`src/rtl/bilin_pkg.sv`:
```
// rtl/bilin_pkg.sv - shared types and constants for the bilinear downscaler
package bilin_pkg;

    localparam int FRAC_BITS = 8;

    // Unsigned fixed point: 8 integer bits, 8 fraction bits.
    typedef logic [15:0] q8_8_t;

    typedef enum logic [3:0] {
        IDLE,
        A00,
        A01,
        A10,
        A11,
        C11,
        CALC,
        WRITE,
        DONE
    } state_t;

endpackage

```
`src/rtl/bilin_lerp.sv`:
```
// rtl/bilin_lerp.sv - combinational two-tap interpolation with a Q0.8 weight
module bilin_lerp
    import bilin_pkg::*;
#(
    parameter int IN_W = 8
) (
    input  logic [IN_W-1:0]           a,
    input  logic [IN_W-1:0]           b,
    input  logic [FRAC_BITS-1:0]      frac,
    output logic [IN_W+FRAC_BITS:0]   y
);

    localparam int OW = IN_W + FRAC_BITS + 1;
    typedef logic [OW-1:0] wide_t;

    logic [FRAC_BITS:0] w0;

    // Weight of tap a is (1.0 - frac), which needs one extra bit to hold 1.0.
    assign w0 = {1'b1, {FRAC_BITS{1'b0}}} - {1'b0, frac};
    assign y  = wide_t'(a) * wide_t'(w0) + wide_t'(b) * wide_t'(frac);

endmodule

```
`src/rtl/bilinear_downscaler.sv`:
```
// rtl/bilinear_downscaler.sv - frame bilinear downscaler sharing one byte-wide SRAM port
module bilinear_downscaler
    import bilin_pkg::*;
#(
    parameter int SRC_W    = 16,
    parameter int SRC_H    = 8,
    parameter int DST_W    = 8,
    parameter int DST_H    = 4,
    parameter int SRC_BASE = 0,
    parameter int DST_BASE = 128
) (
    input  logic        clk,
    input  logic        reset,
    input  logic        start,
    input  logic [15:0] step_x,
    input  logic [15:0] step_y,
    output logic        busy,
    output logic        done,
    output logic        mem_we,
    output logic [7:0]  mem_addr,
    output logic [7:0]  mem_data_in,
    input  logic [7:0]  mem_data_out
);

    localparam int OXW = (DST_W > 1) ? $clog2(DST_W) : 1;
    localparam int OYW = (DST_H > 1) ? $clog2(DST_H) : 1;
    localparam logic [15:0] XMAX = 16'(SRC_W - 1);
    localparam logic [15:0] YMAX = 16'(SRC_H - 1);

    state_t         state, next_state;
    q8_8_t          sx, sy;
    logic [23:0]    x_acc, y_acc;
    logic [OXW-1:0] ox;
    logic [OYW-1:0] oy;
    logic [7:0]     p00, p01, p10, p11, result;
    logic [7:0]     x0, x1, y0, y1, fx, fy;
    logic [7:0]     src_col, src_row, src_addr, dst_addr;
    logic [16:0]    top_v, bot_v;
    logic [25:0]    vert_v, vert_rnd;
    logic           last_col, last_pix;

    // Neighbour coordinates; once the integer part reaches the edge both taps
    // collapse onto the edge pixel and the fraction is dropped.
    always_comb begin
        if (x_acc[23:8] >= XMAX) begin
            x0 = XMAX[7:0];
            x1 = XMAX[7:0];
            fx = '0;
        end else begin
            x0 = x_acc[15:8];
            x1 = x_acc[15:8] + 8'd1;
            fx = x_acc[7:0];
        end
        if (y_acc[23:8] >= YMAX) begin
            y0 = YMAX[7:0];
            y1 = YMAX[7:0];
            fy = '0;
        end else begin
            y0 = y_acc[15:8];
            y1 = y_acc[15:8] + 8'd1;
            fy = y_acc[7:0];
        end
    end

    always_comb begin
        src_col = x0;
        src_row = y0;
        case (state)
            A01:     src_col = x1;
            A10:     src_row = y1;
            A11: begin
                src_col = x1;
                src_row = y1;
            end
            default: ;
        endcase
    end

    assign src_addr = 8'(SRC_BASE) + src_row * 8'(SRC_W) + src_col;
    assign dst_addr = 8'(DST_BASE) + 8'(oy) * 8'(DST_W) + 8'(ox);
    assign last_col = (ox == OXW'(DST_W - 1));
    assign last_pix = last_col && (oy == OYW'(DST_H - 1));

    bilin_lerp #(.IN_W(8)) u_lerp_top (
        .a(p00), .b(p01), .frac(fx), .y(top_v)
    );

    bilin_lerp #(.IN_W(8)) u_lerp_bot (
        .a(p10), .b(p11), .frac(fx), .y(bot_v)
    );

    bilin_lerp #(.IN_W(17)) u_lerp_vert (
        .a(top_v), .b(bot_v), .frac(fy), .y(vert_v)
    );

    // Add one half in Q.16 so the final shift rounds half up.
    assign vert_rnd = vert_v + 26'd32768;

    always_ff @(posedge clk or posedge reset) begin
        if (reset) begin
            state <= IDLE;
        end else begin
            state <= next_state;
        end
    end

    always_comb begin
        next_state  = state;
        busy        = 1'b1;
        done        = 1'b0;
        mem_we      = 1'b0;
        mem_addr    = '0;
        mem_data_in = '0;
        case (state)
            IDLE: begin
                busy = 1'b0;
                if (start) next_state = A00;
            end
            A00: begin
                mem_addr   = src_addr;
                next_state = A01;
            end
            A01: begin
                mem_addr   = src_addr;
                next_state = A10;
            end
            A10: begin
                mem_addr   = src_addr;
                next_state = A11;
            end
            A11: begin
                mem_addr   = src_addr;
                next_state = C11;
            end
            C11:  next_state = CALC;
            CALC: next_state = WRITE;
            WRITE: begin
                mem_we      = 1'b1;
                mem_addr    = dst_addr;
                mem_data_in = result;
                next_state  = last_pix ? DONE : A00;
            end
            DONE: begin
                busy       = 1'b0;
                done       = 1'b1;
                next_state = IDLE;
            end
            default: begin
                busy       = 1'b0;
                next_state = IDLE;
            end
        endcase
    end

    // Read data arrives one cycle after its address, so each capture lags the
    // state that presented the address by one.
    always_ff @(posedge clk or posedge reset) begin
        if (reset) begin
            sx     <= '0;
            sy     <= '0;
            x_acc  <= '0;
            y_acc  <= '0;
            ox     <= '0;
            oy     <= '0;
            p00    <= '0;
            p01    <= '0;
            p10    <= '0;
            p11    <= '0;
            result <= '0;
        end else begin
            case (state)
                IDLE: begin
                    if (start) begin
                        sx    <= step_x;
                        sy    <= step_y;
                        x_acc <= '0;
                        y_acc <= '0;
                        ox    <= '0;
                        oy    <= '0;
                    end
                end
                A01:  p00 <= mem_data_out;
                A10:  p01 <= mem_data_out;
                A11:  p10 <= mem_data_out;
                C11:  p11 <= mem_data_out;
                CALC: result <= 8'(vert_rnd >> 16);
                WRITE: begin
                    if (last_col) begin
                        ox    <= '0;
                        x_acc <= '0;
                        oy    <= oy + 1'b1;
                        y_acc <= y_acc + 24'(sy);
                    end else begin
                        ox    <= ox + 1'b1;
                        x_acc <= x_acc + 24'(sx);
                    end
                end
                default: ;
            endcase
        end
    end

endmodule

```
`config.mk`:
```
export PLATFORM = sky130hd
export DESIGN_NAME = bilinear_downscaler
export DESIGN_NICKNAME = d
export VERILOG_FILES = /design/src/rtl/bilin_pkg.sv /design/src/rtl/bilin_lerp.sv /design/src/rtl/bilinear_downscaler.sv
export SDC_FILE = /design/constraint.sdc
export NUM_CORES = 2
export LEC_CHECK = 0
export BUFFER_PORTS_ARGS = -buffer_cell sky130_fd_sc_hd__buf_2
export CORE_UTILIZATION = 40
export DETAILED_ROUTE_END_ITERATION = 12
export PLACE_DENSITY = 0.56
export SYNTH_ARGS = -nofsm -noshare
export SYNTH_HDL_FRONTEND = slang
export SYNTH_SLANG_ARGS = --single-unit
```
`constraint.sdc`:
```
create_clock -name clk -period 14.3 [get_ports clk]
set_input_delay 0.715 -clock clk [delete_from_list [all_inputs] [get_ports clk]]
set_output_delay 0.715 -clock clk [all_outputs]
set_load 0.05 [all_outputs]
```
* Yosys cells after proc, flatten, opt, wreduce, memory -nomap -nowiden
Cells that the tools add are included.
** Cells by class
- Add/subtract/negate cells :: 15
- Magnitude comparators :: 2
- Reduce and logical (&&, ||, !) cells :: 10
- $mul :: 6
- Equal/unequal tests :: 12
- Multiplexer cells :: 27
** Operators with widths (number)
- one-hot mux 24 bit (2 select lines) :: 2
- two-way mux 24 bit :: 3
- adder 24 x 16 -> 24 bit :: 2
- two-way mux 8 bit :: 6
- adder 17 x 16 -> 17 bit :: 2
- multiplier 8 x 9 -> 17 bit :: 2
- multiplier 8 x 8 -> 16 bit :: 2
- one-hot mux 4 bit (8 select lines) :: 1
- adder 24 x 16 -> 24 bit, second input constant :: 1
- adder 24 bit :: 1
- multiplier 17 x 8 -> 24 bit :: 1
- multiplier 17 x 9 -> 24 bit :: 1
- two-way mux 4 bit :: 5
- subtractor 9 x 8 -> 9 bit, first input constant :: 2
- equality test 4 x 3 -> 1 bit, second input constant :: 4
- greater-or-equal comparator 16 x 3 -> 1 bit, second input constant :: 1
- greater-or-equal comparator 16 x 4 -> 1 bit, second input constant :: 1
- one-hot mux 8 bit (2 select lines) :: 1
- adder 8 x 1 -> 8 bit, second input constant :: 1
- adder 8 x 3 -> 8 bit :: 1
- adder 8 x 5 -> 8 bit, first input constant :: 1
- adder 8 bit :: 1
- equality test 4 x 2 -> 1 bit, second input constant :: 2
- OR reduction 7 bit :: 1
- other kinds (20) :: 27
** Word-level totals
- Bits in registers :: 129
- Output and inout bits :: 19
- Input port bits :: 43

* Longest topological paths before layout
- Word-level depth :: 8
- Mapped depth :: 54

* Modules after synthesis
Synthesis repeated with hierarchy kept, for this count alone.
** Unflattened totals
- Cell total of the unflattened synthesis :: 2997
- Area, all modules :: 26570.5 µm²
** Modules (own cells, without submodules)
- bilin_lerp at u_lerp_bot ... :: cells each 566, instances 2, area each 4924.7 µm², seq. area each 0.0 µm²
- bilin_lerp at u_lerp_vert :: cells each 1076, instances 1, area each 9375.2 µm², seq. area each 0.0 µm²
- bilinear_downscaler :: cells each 789, instances 1, area each 7345.8 µm², seq. area each 3228.1 µm²

* Least setup slack after synthesis
No wires, ideal clock.
- Path kind :: register -> register
- Start :: register x_acc[8]
- End :: register result[6]
- Cell stages (with the launch flop) :: 48
- Arrival time :: 12.144 ns
- Library setup time :: 0.127 ns
- Slack :: 2.029 ns
- Data required time :: 14.173 ns
- Path through :: dfrtp_1 ha_1 nand3_1 and4_1 buf_6 and2_1 buf_2 inv_1 ha_1 nand2_1 or3_1 xor2_1 clkbuf_1 nand2_1 fa_1 fa_1 inv_1 fa_1 [... 12 more ...] nor2_1 fa_1 inv_1 fa_1 fa_1 fa_1 fa_1 fa_1 inv_1 ha_1 and2_1 a22o_1 o31ai_1 a21oi_1 a211o_1 a21oi_1 xor2_1 o21ai_1
** Between the ends
- Longest elaborated chain between the ends :: 8
- Elaborated cells between the ends (all ways) :: 13
- Classes of those cells :: 5 x add/sub; 6 x mul; 1 x order compare; 1 x mux
** Ends and longest elaborated chain
- from (decl) :: RTL line bilinear_downscaler.sv:32 : logic [23:0] x_acc, y_acc;
- from (signal assigned) :: RTL line bilinear_downscaler.sv:195 : x_acc <= x_acc + 24'(sx);
- greater-or-equal comparator 16 x 4 -> 1 bit * :: RTL line bilinear_downscaler.sv:45 : if (x_acc[23:8] >= XMAX) begin
- two-way mux 8 bit * :: RTL line bilinear_downscaler.sv:45
- subtractor 9 x 8 -> 9 bit :: RTL line bilin_lerp.sv:19 : assign w0 = {1'b1, {FRAC_BITS{1'b0}}} - {1'b0, frac};
- multiplier 8 x 9 -> 17 bit :: RTL line bilin_lerp.sv:20 : assign y = wide_t'(a) * wide_t'(w0) + wide_t'(b) * wide_t'(frac);
- adder 17 x 16 -> 17 bit :: RTL line bilin_lerp.sv:20
- multiplier 17 x 9 -> 24 bit / multiplier 17 x 8 -> 24 bit (equally long branches) :: RTL line bilin_lerp.sv:20
- adder 24 bit * :: RTL line bilin_lerp.sv:20
- adder 24 x 16 -> 24 bit * :: RTL line bilinear_downscaler.sv:97 : assign vert_rnd = vert_v + 26'd32768;
- to (signal assigned) :: RTL line bilinear_downscaler.sv:186 : CALC: result <= 8'(vert_rnd >> 16);
- to (decl) :: RTL line bilinear_downscaler.sv:35 : logic [7:0] p00, p01, p10, p11, result;
Mark *: on every way between the ends. The rest lies on a longest branch, timed or not.
A chain may end at the register's enable or synchronous reset.

* Worst setup path in the final report
- Start :: register x_acc[13]
- End :: register result[6]
Same word-level chain as after synthesis.

==> impl_metrics.json <==
{
  "worst_pin_slew_ns": 1.03,
  "cts-root-buf": "clkbuf_16",
  "cts_resized": 0,
  "rows": 91,
  "cp_slowest_cell": "and4_2",
  "grt_max_degree": 82,
  "rsz0062_at_grt": "false",
  "placed_cell_area_mm2": 0.0263,
  "synthArstFlopShare_pct": 100,
  "setup_viol": 0,
  "yosys.cell_types.count": 65,
  "critPathRequiredTime_ns": 14.62,
  "antenna_found_initial": 0,
  "reg2reg_depth": 47,
  "drc": 0,
  "min_path_type": "input port to asynchronous set/reset pin",
  "relSlewSlack_pct": 31.3,
  "groute.usage.overall_pct": 21.6,
  "synth_edf_count": 0,
  "holdBufCountCts": 0,
  "finClkSkew_ns": 0.0151,
  "dr.pass1.iters": 7,
  "max_freq_mhz": 74.5,
  "r2r_setup_slack_ns": 0.88,
  "ys_seq_area_share_pct": 12.9,
  "cts_setup_buffers": 0,
  "avgRoutedWirePerCell_um": 17.9,
  "drv_slew": 0,
  "first_global_vias": 20000,
  "rr_startpoint": "x_acc[13]",
  "post_synth_main_area_contributors": "fa_1 35%, dfrtp_1 13%, ha_1 13%",
  "drt_iter0_drc": 991,
  "dp_hpwl_um": 53600,
  "gr-total-overflow": 0,
  "start_util_pct": 40.5,
  "syn_avg_cell_area_um2": 9.01,
  "synth_seq_cells": 129,
  "crit_end": "result[6]",
  "run_status": "finished, final reports clean",
  "fin_setup_tns_ns": 0,
  "syn_to_final_growth_pct": 7.69,
  "cts_inserted_buffers": 17,
  "critPathMostFrequentCell": "fa_1",
  "layout-drive-gt1-share_pct": 6.83,
  "n_antenna_cell": 0,
  "die_w_um": 252,
  "min_period_ns": 13.42,
  "die_area_mm2": 0.0634,
  "r2r_end": "result[6]",
  "clk_pin_slew_ns": 0.08,
  "critical_path.max_stage_delay_ns": 0.68,
  "num_io_pins": 62,
  "hold_viol_final": 0,
  "cap_violations": 0,
  "synth.top_cell.area_share_pct": 35.4,
  "synth_warnings": 0,
  "grt_pass1_wl_um": 107000,
  "cts.sinks": 129,
  "htreeDepth": 4,
  "vias": 18500,
  "startpoint": "x_acc[13]",
  "nNetsFinal": 3538,
  "wl_um": 65200,
  "ys.flop_type": "dfrtp_1",
  "finalInstanceArea_mm2": 0.0269,
  "gp_congestion": 0.873,
  "start_kind": "register",
  "syn_inst": 2772,
  "cts_tree": "done",
  "core_area_mm2": 0.0617,
  "arrival_ns": 13.75,
  "clockBufferDepth": 2,
  "die_h_um": 252,
  "syn_area_mm2": 0.0250,
  "fill_cells": 6108,
  "worst_setup_path_end_kind": "register",
  "finalCritPeriodShare_pct": 93.9,
  "final_antenna_net_count": 0,
  "insertion_delay_ns": 0.45,
  "yosysTopAreaCell": "fa_1",
  "viasPerCell": 5.08,
  "criticalPathCategory": "register to register",
  "cp_max_fo": 37,
  "portBuffers": 61
}
## routing by layer
layer / wire length (um) / vias to the layer above / global-route usage (%)
li1: - / 8633 / -
met1: 28800 / 9403 / 28.6
met2: 32200 / 411 / 37.2
met3: 2600 / 83 / 2.45
met4: 1600 / 0 / 6.11
met5: 0 / - / 0
## cells in the final DEF, fill, tap and decap left out, drive strengths merged, types with 27 or more instances in the layout
| cell | Yosys | routed |
|---|---|---|
| o21ai | 76 | 76 |
| dfrtp | 129 | 129 |
| ha | 257 | 257 |
| and2 | 137 | 137 |
| nor2 | 103 | 103 |
| inv | 539 | 546 |
| fa | 441 | 441 |
| and3 | 142 | 142 |
| nor3 | 27 | 27 |
| a21oi | 57 | 57 |
| buf | 26 | 105 |
| xnor2 | 58 | 58 |
| mux2 | 32 | 32 |
| nand2 | 428 | 428 |
| xor2 | 42 | 42 |
## area by class of cell
cell class                      instances  area (um^2)  area share, %
Tap cell                              837         1050           3.89
Sequential cell                       129         3230           12.0
Timing Repair Buffer                  105          636           2.36
Clock buffer                           18          429           1.60
Multi-Input combinational cell       2005        19400           72.0
Clock inverter                         14          170          0.633
Inverter                              539         2030           7.54
## synth_stat cells (3+ instances only)
| cell | n |
|---|---|
| a211o_1 | 4 |
| a211oi_1 | 3 |
| a21o_1 | 22 |
| a21oi_1 | 56 |
| a22o_1 | 15 |
| a31oi_1 | 4 |
| and2_1 | 137 |
| and3_1 | 142 |
| buf_1 | 11 |
| buf_2 | 10 |
| buf_6 | 3 |
| clkbuf_1 | 76 |
| dfrtp_1 | 129 |
| fa_1 | 441 |
| ha_1 | 257 |
| inv_1 | 539 |
| mux2_2 | 32 |
| nand2_1 | 428 |
| nand2b_1 | 23 |
| nand3_1 | 21 |
| nand4_1 | 6 |
| nor2_1 | 103 |
| nor2b_1 | 13 |
| nor3_1 | 24 |
| nor4_1 | 7 |
| o211ai_1 | 3 |
| o21a_1 | 14 |
| o21ai_0 | 66 |
| o21ai_1 | 10 |
| o21bai_1 | 6 |
| o31a_1 | 3 |
| o31ai_1 | 10 |
| or2_1 | 4 |
| or2_2 | 5 |
| or3_1 | 8 |
| xnor2_1 | 58 |
| xor2_1 | 42 |
## worst min path at each step
stage / endpoint / from
floorplan: result[1] / result[1]
global placement: result[5] / result[5]
detailed placement: result[0] / result[0]
CTS: x_acc[22] / reset
global route: y_acc[16] / reset
finish: y_acc[6] / reset
## metrics by stage
step           setup WS, ns  utilization (%)  instances  hold slack (ns)
6_report              0.878             43.6       3647            0.398
2_1_floorplan          2.03                -       2775            0.440
4_1_cts               0.929             43.6       3647            0.406
3_3_place_gp           1.19             42.6       3615            0.460
3_5_place_dp          0.947             42.6       3615            0.467
5_1_grt             0.00499             43.6       3647            0.446
## worst max-delay path: cells and delay by family, from the launching register on
kind / cells / cell delay, ns
AO/OA/AOI/OAI: 9 / 1.81
XOR/XNOR: 3 / 0.80
adder cells (fa/ha/maj): 15 / 6.83
buffers and inverters: 10 / 0.69
flip-flops: 1 / 0.41
AND/OR/NAND/NOR: 10 / 2.72
## sequential cells by signal, indices dropped and copies added (netlist names)
| register | flops |
|---|---|
| x_acc | 24 |
| y_acc | 24 |
| sx | 16 |
| sy | 16 |
| p00 | 8 |
| p01 | 8 |
| p10 | 8 |
| p11 | 8 |
| result | 8 |
| state | 4 |
| ox | 3 |
| oy | 2 |
## cell families after synthesis
group | count (synthesis) | synth area share, %
other cells | 1 | 0.0150
xor+xnor | 100 | 3.51
fa+ha+maj | 698 | 48.2
mux | 33 | 1.48
flops | 129 | 12.9
buf+inv | 641 | 9.80
simple gates | 932 | 17.9
compound gates | 238 | 6.11
Power is not shown: default switching activity piles up to over one toggle a cycle in this logic, so the estimate is an artifact.
